File: config.mk
export PLATFORM = sky130hd
export DESIGN_NAME = sprite_mapper
export DESIGN_NICKNAME = d
export VERILOG_FILES = /design/src/rtl/sprite_pkg.sv /design/src/rtl/sprite_anim_ctr.sv /design/src/rtl/sprite_mapper.sv
export SDC_FILE = /design/constraint.sdc
export NUM_CORES = 1
export LEC_CHECK = 0
export BUFFER_PORTS_ARGS = -buffer_cell sky130_fd_sc_hd__buf_2
export CORE_ASPECT_RATIO = 0.8
export CORE_MARGIN = 2
export CORE_UTILIZATION = 57
export CTS_CLUSTER_SIZE = 8
export DETAILED_ROUTE_END_ITERATION = 8
export PLACE_DENSITY = 0.85
export SLEW_MARGIN = 15
export SYNTH_ARGS = -nofsm -noshare
export SYNTH_HDL_FRONTEND = slang
export SYNTH_SLANG_ARGS = --single-unit
export TNS_END_PERCENT = 30
File: constraint.sdc
create_clock -name vga_clk -period 5.23 [get_ports vga_clk]
set_input_delay 1.046 -clock vga_clk [delete_from_list [all_inputs] [get_ports vga_clk]]
set_output_delay 1.046 -clock vga_clk [all_outputs]
set_load 0.05 [all_outputs]
File: src/rtl/sprite_pkg.sv
// Shared VGA sprite types: screen geometry, pixel coordinate type, frame-start helper.
package sprite_pkg;

  localparam int unsigned SCREEN_W = 640;
  localparam int unsigned SCREEN_H = 480;

  typedef logic [9:0] coord_t;

  function automatic logic at_origin(coord_t x, coord_t y);
    return (x == 10'd0) && (y == 10'd0);
  endfunction

endpackage

File: src/rtl/sprite_anim_ctr.sv
// Frame-start edge detect plus hold/frame animation counters for one sprite.
module sprite_anim_ctr
  import sprite_pkg::*;
#(
  parameter int unsigned HOLD   = 8,
  parameter int unsigned FRAMES = 4,
  parameter int unsigned FW     = (FRAMES > 1) ? $clog2(FRAMES) : 1
) (
  input  logic          vga_clk,
  input  logic          reset_n,
  input  coord_t        DrawX,
  input  coord_t        DrawY,
  input  logic          enable,
  output logic          fs,
  output logic [FW-1:0] frame_idx
);

  localparam int unsigned HW = (HOLD > 1) ? $clog2(HOLD) : 1;

  logic          org_q;
  logic [HW-1:0] hold_q;
  logic [FW-1:0] frame_q;

  // Pulse only on entry to the origin so a held (0,0) cannot retrigger.
  assign fs        = at_origin(DrawX, DrawY) && !org_q;
  assign frame_idx = frame_q;

  always_ff @(posedge vga_clk) begin
    if (!reset_n) begin
      org_q   <= 1'b0;
      hold_q  <= '0;
      frame_q <= '0;
    end else begin
      org_q <= at_origin(DrawX, DrawY);
      if (fs && enable) begin
        if (hold_q == HW'(HOLD - 1)) begin
          hold_q  <= '0;
          frame_q <= (frame_q == FW'(FRAMES - 1)) ? '0 : frame_q + FW'(1);
        end else begin
          hold_q <= hold_q + HW'(1);
        end
      end
    end
  end

endmodule

File: src/rtl/sprite_mapper.sv
// Positioned, integer-scaled, animated sprite pixel generator driving an external sync ROM.
// Optional horizontal mirroring is built when SPRITE_MIRROR_EN is defined.
module sprite_mapper
  import sprite_pkg::*;
#(
  parameter int unsigned SPR_W       = 16,
  parameter int unsigned SPR_H       = 16,
  parameter int unsigned IDX_W       = 3,
  parameter int unsigned FRAMES      = 4,
  parameter int unsigned HOLD        = 8,
  parameter int unsigned SCALE_SHIFT = 1,
  parameter int unsigned TRANSP_IDX  = 0,
  parameter int unsigned ADDR_W      = $clog2(FRAMES * SPR_W * SPR_H)
) (
  input  logic              vga_clk,
  input  logic              reset_n,
  input  coord_t            DrawX,
  input  coord_t            DrawY,
  input  logic              blank,
  input  coord_t            pos_x,
  input  coord_t            pos_y,
  input  logic              enable,
`ifdef SPRITE_MIRROR_EN
  input  logic              mirror_x,
`endif
  output logic [ADDR_W-1:0] rom_addr,
  input  logic [IDX_W-1:0]  rom_q,
  output logic              spr_hit,
  output logic [IDX_W-1:0]  spr_idx
);

  localparam int unsigned FW = (FRAMES > 1) ? $clog2(FRAMES) : 1;
  localparam int unsigned CW = $clog2(SPR_W);
  localparam int unsigned RW = $clog2(SPR_H);
  localparam logic [10:0] BOX_W = 11'(SPR_W << SCALE_SHIFT);
  localparam logic [10:0] BOX_H = 11'(SPR_H << SCALE_SHIFT);

  logic          fs;
  logic [FW-1:0] frame_idx;
  coord_t        lat_x_q, lat_y_q;
  logic [10:0]   x_end, y_end;
  logic          in_box, in_box_q, blank_q, enable_q, hit;
  logic [CW-1:0] col, col_eff;
  logic [RW-1:0] row;
  logic             spr_hit_q;
  logic [IDX_W-1:0] spr_idx_q;

  sprite_anim_ctr #(
    .HOLD   (HOLD),
    .FRAMES (FRAMES),
    .FW     (FW)
  ) u_anim (
    .vga_clk   (vga_clk),
    .reset_n   (reset_n),
    .DrawX     (DrawX),
    .DrawY     (DrawY),
    .enable    (enable),
    .fs        (fs),
    .frame_idx (frame_idx)
  );

`ifdef SPRITE_MIRROR_EN
  logic mirror_q;

  always_ff @(posedge vga_clk) begin
    if (!reset_n) begin
      mirror_q <= 1'b0;
    end else if (fs) begin
      mirror_q <= mirror_x;
    end
  end

  assign col_eff = mirror_q ? CW'(SPR_W - 1) - col : col;
`else
  assign col_eff = col;
`endif

  // 11-bit end coordinates so a box near the right/bottom edge clips instead of wrapping.
  always_comb begin
    x_end  = {1'b0, lat_x_q} + BOX_W;
    y_end  = {1'b0, lat_y_q} + BOX_H;
    in_box = (DrawX >= lat_x_q) && ({1'b0, DrawX} < x_end) &&
             (DrawY >= lat_y_q) && ({1'b0, DrawY} < y_end);
    col    = CW'((DrawX - lat_x_q) >> SCALE_SHIFT);
    row    = RW'((DrawY - lat_y_q) >> SCALE_SHIFT);
    rom_addr = '0;
    if (in_box) begin
      rom_addr = ADDR_W'(frame_idx) * ADDR_W'(SPR_W * SPR_H) +
                 ADDR_W'(row) * ADDR_W'(SPR_W) + ADDR_W'(col_eff);
    end
  end

  assign hit = in_box_q & blank_q & enable_q & (rom_q != IDX_W'(TRANSP_IDX));

  always_ff @(posedge vga_clk) begin
    if (!reset_n) begin
      lat_x_q   <= '0;
      lat_y_q   <= '0;
      in_box_q  <= 1'b0;
      blank_q   <= 1'b0;
      enable_q  <= 1'b0;
      spr_hit_q <= 1'b0;
      spr_idx_q <= '0;
    end else begin
      if (fs) begin
        lat_x_q <= pos_x;
        lat_y_q <= pos_y;
      end
      in_box_q  <= in_box;
      blank_q   <= blank;
      enable_q  <= enable;
      spr_hit_q <= hit;
      spr_idx_q <= hit ? rom_q : '0;
    end
  end

  assign spr_hit = spr_hit_q;
  assign spr_idx = spr_idx_q;

endmodule

==> metrics.txt, run 1 <==
asr flop ratio synth=0%; reported max-cap violation count=0; Tightest Hold Check Type=flip-flop to flip-flop; Final #Nets=407; final setup violation count=0; H-Tree Depth=2; PortBufs=60; hold buffer count at CTS=0; synth warn=0; number of placement rows=20; TritonCTS clock tree=done; global-route wire length before repair=8.54 mm; critical path class=input port to primary output; global routing met3 resource utilization=7.31%; antenna diode instance count=0; Worst Setup End Kind=primary output; number of vias after detailed routing=2,077; share of post-route cells with drive strength above 1=23.5%; VDD IR-drop max=0.284 mV; number of buffers between clock root and the deepest sink=2; power per unit of standard cell area=223 mW/mm²; final std cell area, no fill=0.00280 mm²; setup repair after global routing missed its margin=false; largest fanout on the critical path=7; fin. max-slew vios=0; Setup TNS=0 ps; depth of the worst register-to-register path=9; worst relative slew slack=50.6%; Post-Synthesis Net Count=344; highest achievable clock rate=0.239 GHz; M1 GR Usage=33.6%; sequential element share of the synthesized area=28.6%; first-pass iteration count of the detailed router=4; outcome=finished clean; Pleak=1.21 nW; number of standard cells in the final layout excluding fillers=379; most utilized layer in the global route result=met2; Worst EP required=4180 ps; worst slack at placement=1080 ps; number of placed instances, taps included=371; die height=61.0 µm; HPWL after detailed placement=4.37 mm; Setup crit start kind=input port; total wire length after detailed routing=5.42 mm; clock tree root driver cell=sky130_fd_sc_hd__clkbuf_8; register bit count reported by yosys=33; total global-route track usage=25.1%; origin of the worst min-delay path=u_anim.hold_q[2]; worst min-delay path endpoint=u_anim.hold_q[2]; setup slack on the worst flop-to-flop path=2910 ps; synthesized area per cell=8.89 µm²; width of the die=75.2 µm; Starting Density=60.0%; maximum clock skew at final layout=7.49 ps; cell at the slowest stage of the critical path=sky130_fd_sc_hd__o211ai_1; Cell Chain, Critical Path=buf_2 > ha_1 > a21oi_1 > a211oi_1 > o211ai_1 > nand2_2 > nor4b_1 > buf_2; count of flip-flops with a built-in enable after synthesis=0; final critical delay including setup and external delays=4190 ps; antenna violations before repair=0; signal arrival time at the worst endpoint=3140 ps; number of buffers inserted to repair setup after CTS=0; clock transition at the registers of the reported paths=70 ps; post-synth design cell area=0.00231 mm²; beginning of the worst register-to-register path=lat_x_q[5]; Crit path buffers/inverters=2; grt met2 use=39.6%; worst r2r dst=in_box_q; clock network latency to the later pin of the worst-skew pair=300 ps; final count of hold timing violations=0; Final ANT Viol Nets=0; CP max stage delay=420 ps; placeable core region=0.00385 mm²; Synth Flop Type=sky130_fd_sc_hd__dfxtp_1; RD Place Congestion=0.929; number of gates resized after cts=0; cell depth of the worst hold path=2; per-cell routed wire length=14.3 µm; slew at the pin closest to its max-slew limit=740 ps; Post-Syn Instances=260; violation count after the first detailed-route iteration=86; kind of cell adding the most delay to the critical path=compound AO/OA/AOI/OAI gates; setup slack of the critical path after layout=1040 ps; area growth from synthesis to layout=21.0%; Die Footprint=0.00459 mm²; I/O pin cnt=61; post-DR vias/cell=5.48; cell with the most instances on the worst path=sky130_fd_sc_hd__buf_2; cell area after placement=0.00267 mm²; distinct cell type count of the synthesized netlist=43; maximum number of pins on one net before global-route repair=25; overflow left after global routing=0; via count of the first global-routing pass=1,902; number of clock sinks seen by CTS=33; share of the clock period used by the worst path after layout=80.1%; total clock buffers created by CTS=5; DRC=0
-- stage by stage --
stage               hold WS [ps]  utilization (%)  total power, mW
floorplan                    442                -            0.303
global placement             451             69.2            0.336
detailed placement           464             69.2            0.337
CTS                          473             72.6            0.626
global route                 484             72.6            0.643
finish                       470             72.6            0.623
-- area by class of cell --
| type | count | area (µm²) |
|---|---|---|
| clock buffers | 5 | 68.8 |
| clock inverters | 3 | 65.1 |
| fillers | 317 | 1050 |
| inverters | 25 | 93.8 |
| multi-input cells | 196 | 1530 |
| flip-flops and latches | 33 | 661 |
| well taps | 55 | 68.8 |
| repair buffers | 62 | 315 |
-- logic make-up after synthesis --
logic type	share of synthesized area [%]
xor+xnor	3.79
fa+ha+maj	20.7
buf+inv	5.68
compound gates	9.69
flops	28.6
mux	10.8
simple gates	20.8
-- how the worst max path moves through the flow --
stage	cells after the start	endpoint	start	slack, ps
final	8	rom_addr[2]	DrawY[2]	1040
after global routing	8	rom_addr[2]	DrawY[2]	860
after CTS	8	rom_addr[2]	DrawX[2]	1080
after detailed placement	8	rom_addr[2]	DrawX[2]	1080
after global placement	8	rom_addr[2]	DrawY[2]	1110
after floorplan	6	rom_addr[2]	DrawY[2]	340
-- worst reg2reg max path: stages, from the launching register on --
cell and delay [ps]:
sky130_fd_sc_hd__dfxtp_1 470, sky130_fd_sc_hd__ha_1 230, sky130_fd_sc_hd__nand3_1 110, sky130_fd_sc_hd__xnor2_1 190, sky130_fd_sc_hd__ha_1 280, sky130_fd_sc_hd__a21o_1 180
sky130_fd_sc_hd__a221oi_2 290, sky130_fd_sc_hd__o211ai_1 140, sky130_fd_sc_hd__buf_4 200, sky130_fd_sc_hd__nor3_1 160
-- metal layers --
layer  vias to the layer above  routed length (µm)
met2                        89                2390
met4                         0                  44
met5                         -                   0
met3                         6                 424
met1                       945                2560
li1                       1037                   -
-- layout by cell type, fill, tap and decap left out, drive strengths merged, types with 2 or more instances in the layout --
cell and count:
and3 3, or3 3, mux2i 25, bufinv 2, nand2 19, xnor2 9
a21oi 9, nor2 30, o211ai 3, fa 2, nand3b 2, ha 35
and2 5, nand4 4, dfxtp 33, buf 62, a21o 6, a211oi 2
o21ai 2, nor3 7, clkbuf 5, inv 25, nor4 4, nor4b 2
nand3 11
-- registers in the layout, indices dropped and copies added, names as in the netlist --
signal / count
enable_q: 1
lat_x_q: 10
u_anim.hold_q: 3
u_anim.frame_idx: 2
blank_q: 1
in_box_q: 1
spr_idx: 3
spr_hit: 1
u_anim.org_q: 1
lat_y_q: 10
-- where the power goes --
part	total (mW)	internal, mW	switching [mW]
clock	0.290	0.189	0.100
combinational	0.0810	0.0352	0.0458
sequential	0.252	0.252	0.000210
-- Yosys cell counts, types with 2 or more instances --
cell / count / area (µm²)
sky130_fd_sc_hd__mux2i_1: 25 / 250
sky130_fd_sc_hd__nand4_1: 4 / 25.0
sky130_fd_sc_hd__fa_1: 2 / 40.0
sky130_fd_sc_hd__or3_1: 2 / 12.5
sky130_fd_sc_hd__a21o_1: 6 / 45.0
sky130_fd_sc_hd__and2_1: 5 / 31.3
sky130_fd_sc_hd__buf_4: 2 / 15.0
sky130_fd_sc_hd__o211ai_1: 3 / 22.5
sky130_fd_sc_hd__nor3_1: 6 / 30.0
sky130_fd_sc_hd__clkbuf_1: 3 / 11.3
sky130_fd_sc_hd__o21ai_0: 2 / 10.0
sky130_fd_sc_hd__nand2_1: 18 / 67.6
sky130_fd_sc_hd__ha_1: 35 / 438
sky130_fd_sc_hd__xnor2_1: 9 / 78.8
sky130_fd_sc_hd__inv_1: 25 / 93.8
sky130_fd_sc_hd__nand3b_1: 2 / 15.0
sky130_fd_sc_hd__nor4_1: 4 / 25.0
sky130_fd_sc_hd__a21oi_1: 9 / 45.0
sky130_fd_sc_hd__a211oi_1: 2 / 15.0
sky130_fd_sc_hd__and3_1: 3 / 18.8
sky130_fd_sc_hd__nor2_1: 30 / 113
sky130_fd_sc_hd__nand3_1: 10 / 50.1
sky130_fd_sc_hd__dfxtp_1: 33 / 661
(Power assumes the default switching activity.)
==> inputs of run 2 (changes only) <==
CORE_UTILIZATION = 53   (was 57)
PLACE_DENSITY = 0.8   (was 0.85)
clock period = 3.9 ns   (was 5.23 ns; I/O delays follow)
==> metrics.txt, run 2 (synthesis gave the netlist of run 1 again) <==
maximum number of pins on one net before global-route repair=25 (unchanged); post-DR vias/cell=5.35 (-2.3%); antenna violations before repair=0 (unchanged); depth of the worst register-to-register path=9 (unchanged); total wire length after detailed routing=5.32 mm (-1.8%); clock group share of total power=46.1% (-0.4 points); share of the core filled with cells=67.9% (-4.7 points); power per unit of standard cell area=292 mW/mm² (+31%); global-route wire length before repair=9.23 mm (+8.0%); logic gate share of total power=13.1% (about the same); CP max stage delay=450 ps (+30 ps); Setup crit start kind=flip-flop; number of vias after detailed routing=2,061 (-0.77%); clock tree root driver cell=sky130_fd_sc_hd__clkbuf_8; number of buffers between clock root and the deepest sink=2 (unchanged); Hold Worst Slack=475 ps (+4.76 ps); PortBufs=60 (unchanged); final count of hold timing violations=0 (unchanged); final setup violation count=0 (unchanged); outcome=finished clean; I/O pin cnt=61 (unchanged); clock transition at the registers of the reported paths=70 ps (about the same); highest achievable clock rate=0.275 GHz; total global-route track usage=23.8% (-1.3 points); H-Tree Depth=2 (unchanged); cell with the most instances on the worst path=sky130_fd_sc_hd__ha_1; DRC=0 (unchanged); share of post-route cells with drive strength above 1=24.7% (+1.2 points); total power=0.828 mW (+33%); Pleak=1.23 nW (+1.6%); switching share of total power=22.7% (-0.73 points); cell depth of the worst hold path=2 (unchanged); TritonCTS clock tree=done; cell area after placement=0.00270 mm² (+1.5%); share of the clock period used by the worst path after layout=93.3%; slew at the pin closest to its max-slew limit=815 ps (+74.6 ps); origin of the worst min-delay path=u_anim.hold_q[1]; total clock buffers created by CTS=5 (unchanged); fin. max-slew vios=0 (unchanged); share of total power in sequential cells=40.9% (+0.4 points); antenna diode instance count=0 (unchanged); placeable core region=0.00418 mm² (+8.4%); worst r2r dst=in_box_q; first-pass iteration count of the detailed router=4 (unchanged); internal power=0.640 mW (+34%); Final ANT Viol Nets=0 (unchanged); critical path class=flip-flop to primary output; hold buffer count at CTS=0 (unchanged); violation count after the first detailed-route iteration=62 (-28%); setup repair after global routing missed its margin=false; HPWL after detailed placement=4.20 mm (-3.8%); most frequent standard cell in the layout excluding fill and tap cells=sky130_fd_sc_hd__buf_2; number of clock sinks seen by CTS=33 (unchanged); Worst EP required=3120 ps (-1060 ps); worst relative slew slack=45.6% (-5.0 points); Cell Chain, Critical Path=ha_1 > nand3_1 > xnor2_1 > ha_1 > a21o_1 > a221oi_2 > o211ai_1 > buf_4 > nor4b_2 > buf_2; largest fanout on the critical path=6 (-1); width of the die=77.8 µm (+3.5%); maximum clock skew at final layout=3.19 ps (-4.30 ps); Tightest Hold Check Type=flip-flop to flip-flop; Starting Density=55.3% (-4.7 points); Setup TNS=0 ps (unchanged); setup slack on the worst flop-to-flop path=1670 ps (-1240 ps); Worst Setup End Kind=primary output; VDD IR-drop max=0.227 mV (-20%); top flop regs=lat_x_q (10), lat_y_q (10); beginning of the worst register-to-register path=lat_x_q[5]; Final #Nets=411 (+0.98%); overflow left after global routing=0 (unchanged); final std cell area, no fill=0.00284 mm² (+1.4%); per-cell routed wire length=13.8 µm (-3.3%); number of buffers inserted to repair setup after CTS=0 (unchanged); worst min-delay path endpoint=u_anim.hold_q[1]; die height=63.1 µm (+3.5%); final critical delay including setup and external delays=3640 ps; most frequent cells in the layout=60 x sky130_fd_sc_hd__buf_2, 35 x sky130_fd_sc_hd__ha_1, 33 x sky130_fd_sc_hd__dfxtp_1; net switching power of the design=0.188 mW (+29%); cell at the slowest stage of the critical path=sky130_fd_sc_hd__dfxtp_1; signal arrival time at the worst endpoint=2860 ps (-280 ps); area growth from synthesis to layout=22.7%; number of gates resized after cts=0 (unchanged); RD Place Congestion=0.847 (-8.8%); via count of the first global-routing pass=2,036 (+7.0%); number of placement rows=21 (+5.0%); clock network latency to the later pin of the worst-skew pair=290 ps (about the same); reported max-cap violation count=0 (unchanged); Die Footprint=0.00491 mm² (+7.1%)
run 2: critical path, delay by kind of cell, from the launching register on:
kind                       cells  cell delay (ps)
buffers and inverters          2              480
and+or+nand+nor                2              390
adders and majority gates      2              530
DFF                            1              450
AOI/OAI and AO/OA              3              570
xor gates and xnor gates       1              150
run 2: worst max-delay path by stage:
| stage | startpoint | endpoint | slack, ps | depth (start not counted) |
|---|---|---|---|---|
| after global routing | lat_x_q[5] | rom_addr[2] | 40 | 10 |
| after floorplan | DrawX[8] | rom_addr[1] | 40 | 7 |
| after CTS | lat_x_q[5] | rom_addr[2] | 230 | 10 |
| final | lat_x_q[5] | rom_addr[2] | 260 | 10 |
| after global placement | DrawY[0] | rom_addr[5] | 360 | 12 |
| after detailed placement | DrawY[0] | rom_addr[5] | 350 | 12 |
run 2: layer usage:
layer | track usage (%) | part of all wire [%]
met3 | 4.58 | 7.0
met4 | 10.9 | 2.5
met2 | 36.9 | 43
met5 | 0 | 0
met1 | 32.1 | 47
run 2: power groups by stage:
stage	clock network (mW)	registers (mW)	logic (mW)
after global routing	0.404	0.338	0.122
after detailed placement	0	0.346	0.107
after CTS	0.390	0.338	0.108
after floorplan	0	0.346	0.0613
final	0.381	0.338	0.108
after global placement	0	0.346	0.105
run 2: stage by stage:
step                setup WS, ps  std cells
floorplan                   38.5        260
global placement             363        377
detailed placement           347        377
CTS                          232        385
global route                43.4        385
finish                       261        385
run 2: layout make-up:
class | instances | area, µm²
timing repair buffer | 66 | 345
clock inverter | 3 | 65.1
tap | 57 | 71.3
clock buffer | 5 | 68.8
inverter | 25 | 93.8
sequential | 33 | 661
fill | 348 | 1340
multi-input combinational | 196 | 1530
==> inputs of run 3 (changes only) <==
CELL_PAD_IN_SITES_DETAIL_PLACEMENT = 0   (was default)
CELL_PAD_IN_SITES_GLOBAL_PLACEMENT = 1   (was default)
CORE_UTILIZATION = 39   (was 53)
PLACE_DENSITY = default   (was 0.8)
PLACE_DENSITY_LB_ADDON = 0.1   (was default)
==> metrics.txt, run 3 (synthesis gave the netlist of run 1 again) <==
outcome=finished clean; cell area after placement=0.00273 mm² (+0.83%); via count of the first global-routing pass=1,749 (-14%); Pleak=1.21 nW (-2.3%); Final ANT Viol Nets=0 (unchanged); overflow left after global routing=0 (unchanged); filler cell count=608 (+75%); number of placement rows=25 (+19%); share of the core filled with cells=48.3% (-20 points); power per unit of standard cell area=249 mW/mm² (-15%); I/O pin cnt=61 (unchanged); top flop regs=lat_x_q (10), lat_y_q (10); clock network latency to the later pin of the worst-skew pair=290 ps (about the same); hold buffer count at CTS=0 (unchanged); most frequent cells in the layout=60 x sky130_fd_sc_hd__buf_2, 35 x sky130_fd_sc_hd__ha_1, 33 x sky130_fd_sc_hd__dfxtp_1; Setup TNS=0 ps (unchanged); per-cell routed wire length=13.2 µm (-4.2%); maximum clock skew at final layout=8.32 ps (+5.13 ps); width of the die=90.1 µm (+16%); maximum number of pins on one net before global-route repair=25 (unchanged); post-DR vias/cell=4.83 (-9.8%); Worst Setup End Kind=primary output; number of clock sinks seen by CTS=33 (unchanged); area growth from synthesis to layout=21.5%; beginning of the worst register-to-register path=lat_x_q[5]; Starting Density=39.7% (-16 points); antenna violations before repair=0 (unchanged); origin of the worst min-delay path=u_anim.hold_q[2]; total power=0.699 mW (-16%); final count of hold timing violations=0 (unchanged); violation count after the first detailed-route iteration=36 (-42%); first-pass iteration count of the detailed router=4 (unchanged); global-route wire length before repair=8.68 mm (-5.9%); Setup crit start kind=flip-flop; share of the clock period used by the worst path after layout=95.0% (+1.7 points); H-Tree Depth=2 (unchanged); fin. max-slew vios=0 (unchanged); RD Place Congestion=0.821 (-3.2%); Tightest Hold Check Type=flip-flop to flip-flop; final critical delay including setup and external delays=3700 ps (+65.3 ps); placeable core region=0.00582 mm² (+39%); final std cell area, no fill=0.00281 mm² (-1.0%); cell depth of the worst hold path=2 (unchanged); source of the critical timing path=lat_x_q[5]; critical path class=flip-flop to primary output; number of buffers between clock root and the deepest sink=2 (unchanged); number of vias after detailed routing=1,971 (-4.4%); PortBufs=60 (unchanged); highest achievable clock rate=0.270 GHz (-1.8%); TritonCTS clock tree=done; VDD IR-drop max=0.0979 mV (-57%); clock transition at the registers of the reported paths=80 ps (about the same); total wire length after detailed routing=5.40 mm (+1.5%); clock tree root driver cell=sky130_fd_sc_hd__clkbuf_8; total global-route track usage=16.9% (-6.9 points); share of post-route cells with drive strength above 1=24.2% (-0.54 points); worst relative slew slack=47.4% (+1.7 points); die height=72.9 µm (+16%); most frequent standard cell in the layout excluding fill and tap cells=sky130_fd_sc_hd__buf_2; Die Footprint=0.00656 mm² (+34%); reported max-cap violation count=0 (unchanged); depth of the worst register-to-register path=9 (unchanged); antenna diode instance count=0 (unchanged); DRC=0 (unchanged); HPWL after detailed placement=4.33 mm (+3.1%); Worst EP required=3120 ps (about the same); number of buffers inserted to repair setup after CTS=0 (unchanged); signal arrival time at the worst endpoint=2920 ps (+60 ps); setup repair after global routing missed its margin=false; slew at the pin closest to its max-slew limit=789 ps (-26.1 ps); total clock buffers created by CTS=5 (unchanged); final setup violation count=0 (unchanged); largest fanout on the critical path=8 (+2); number of gates resized after cts=0 (unchanged); Final #Nets=410 (-0.24%)
## run 3: layer usage
metal / track usage, % / routed length, µm / vias to the layer above
met2: 25.1 / 2210 / 49
met4: 5.13 / 57 / 0
met5: 0 / 0 / -
met1: 24.2 / 2860 / 873
met3: 4.34 / 266 / 4
li1: - / - / 1045
## run 3: critical path: stages, from the launching register on
cell and delay (ps):
sky130_fd_sc_hd__dfxtp_1 450, sky130_fd_sc_hd__ha_1 230, sky130_fd_sc_hd__nand3_1 110, sky130_fd_sc_hd__xnor2_1 150, sky130_fd_sc_hd__ha_1 290, sky130_fd_sc_hd__a21o_1 180
sky130_fd_sc_hd__a221oi_2 250, sky130_fd_sc_hd__o211ai_1 150, sky130_fd_sc_hd__buf_4 200, sky130_fd_sc_hd__nor3_1 310, sky130_fd_sc_hd__buf_2 330
## run 3: worst paths after layout
check | endpoint | slack [ps]
max | rom_addr[7] | 200
min | u_anim.hold_q[2] | 470
max reg2reg | in_box_q | 1660
min reg2reg | u_anim.hold_q[2] | 470
## run 3: final cells by class
cell class                      count  area, µm²  share of cell area (%)
Clock inverter                      2       10.0                   0.356
Tap cell                           81        101                    3.61
Clock buffer                        6       72.6                    2.58
Multi-Input combinational cell    196       1530                    54.6
Sequential cell                    33        661                    23.5
Timing Repair Buffer               65        338                    12.0
Inverter                           25       93.8                    3.34
## run 3: report_power, final
part | total [mW] | internal [mW] | switching, mW
Sequential | 0.338 | 0.338 | 0.000224
Clock | 0.253 | 0.124 | 0.129
Combinational | 0.108 | 0.0481 | 0.0602
## run 3: through the flow
stage / std cells / hold slack [ps] / setup WS (ps)
5_1_grt: 408 / 488 / 30.3
3_5_place_dp: 400 / 464 / 302
6_report: 408 / 470 / 196
2_1_floorplan: 260 / 442 / 38.5
4_1_cts: 408 / 475 / 233
3_3_place_gp: 400 / 451 / 367
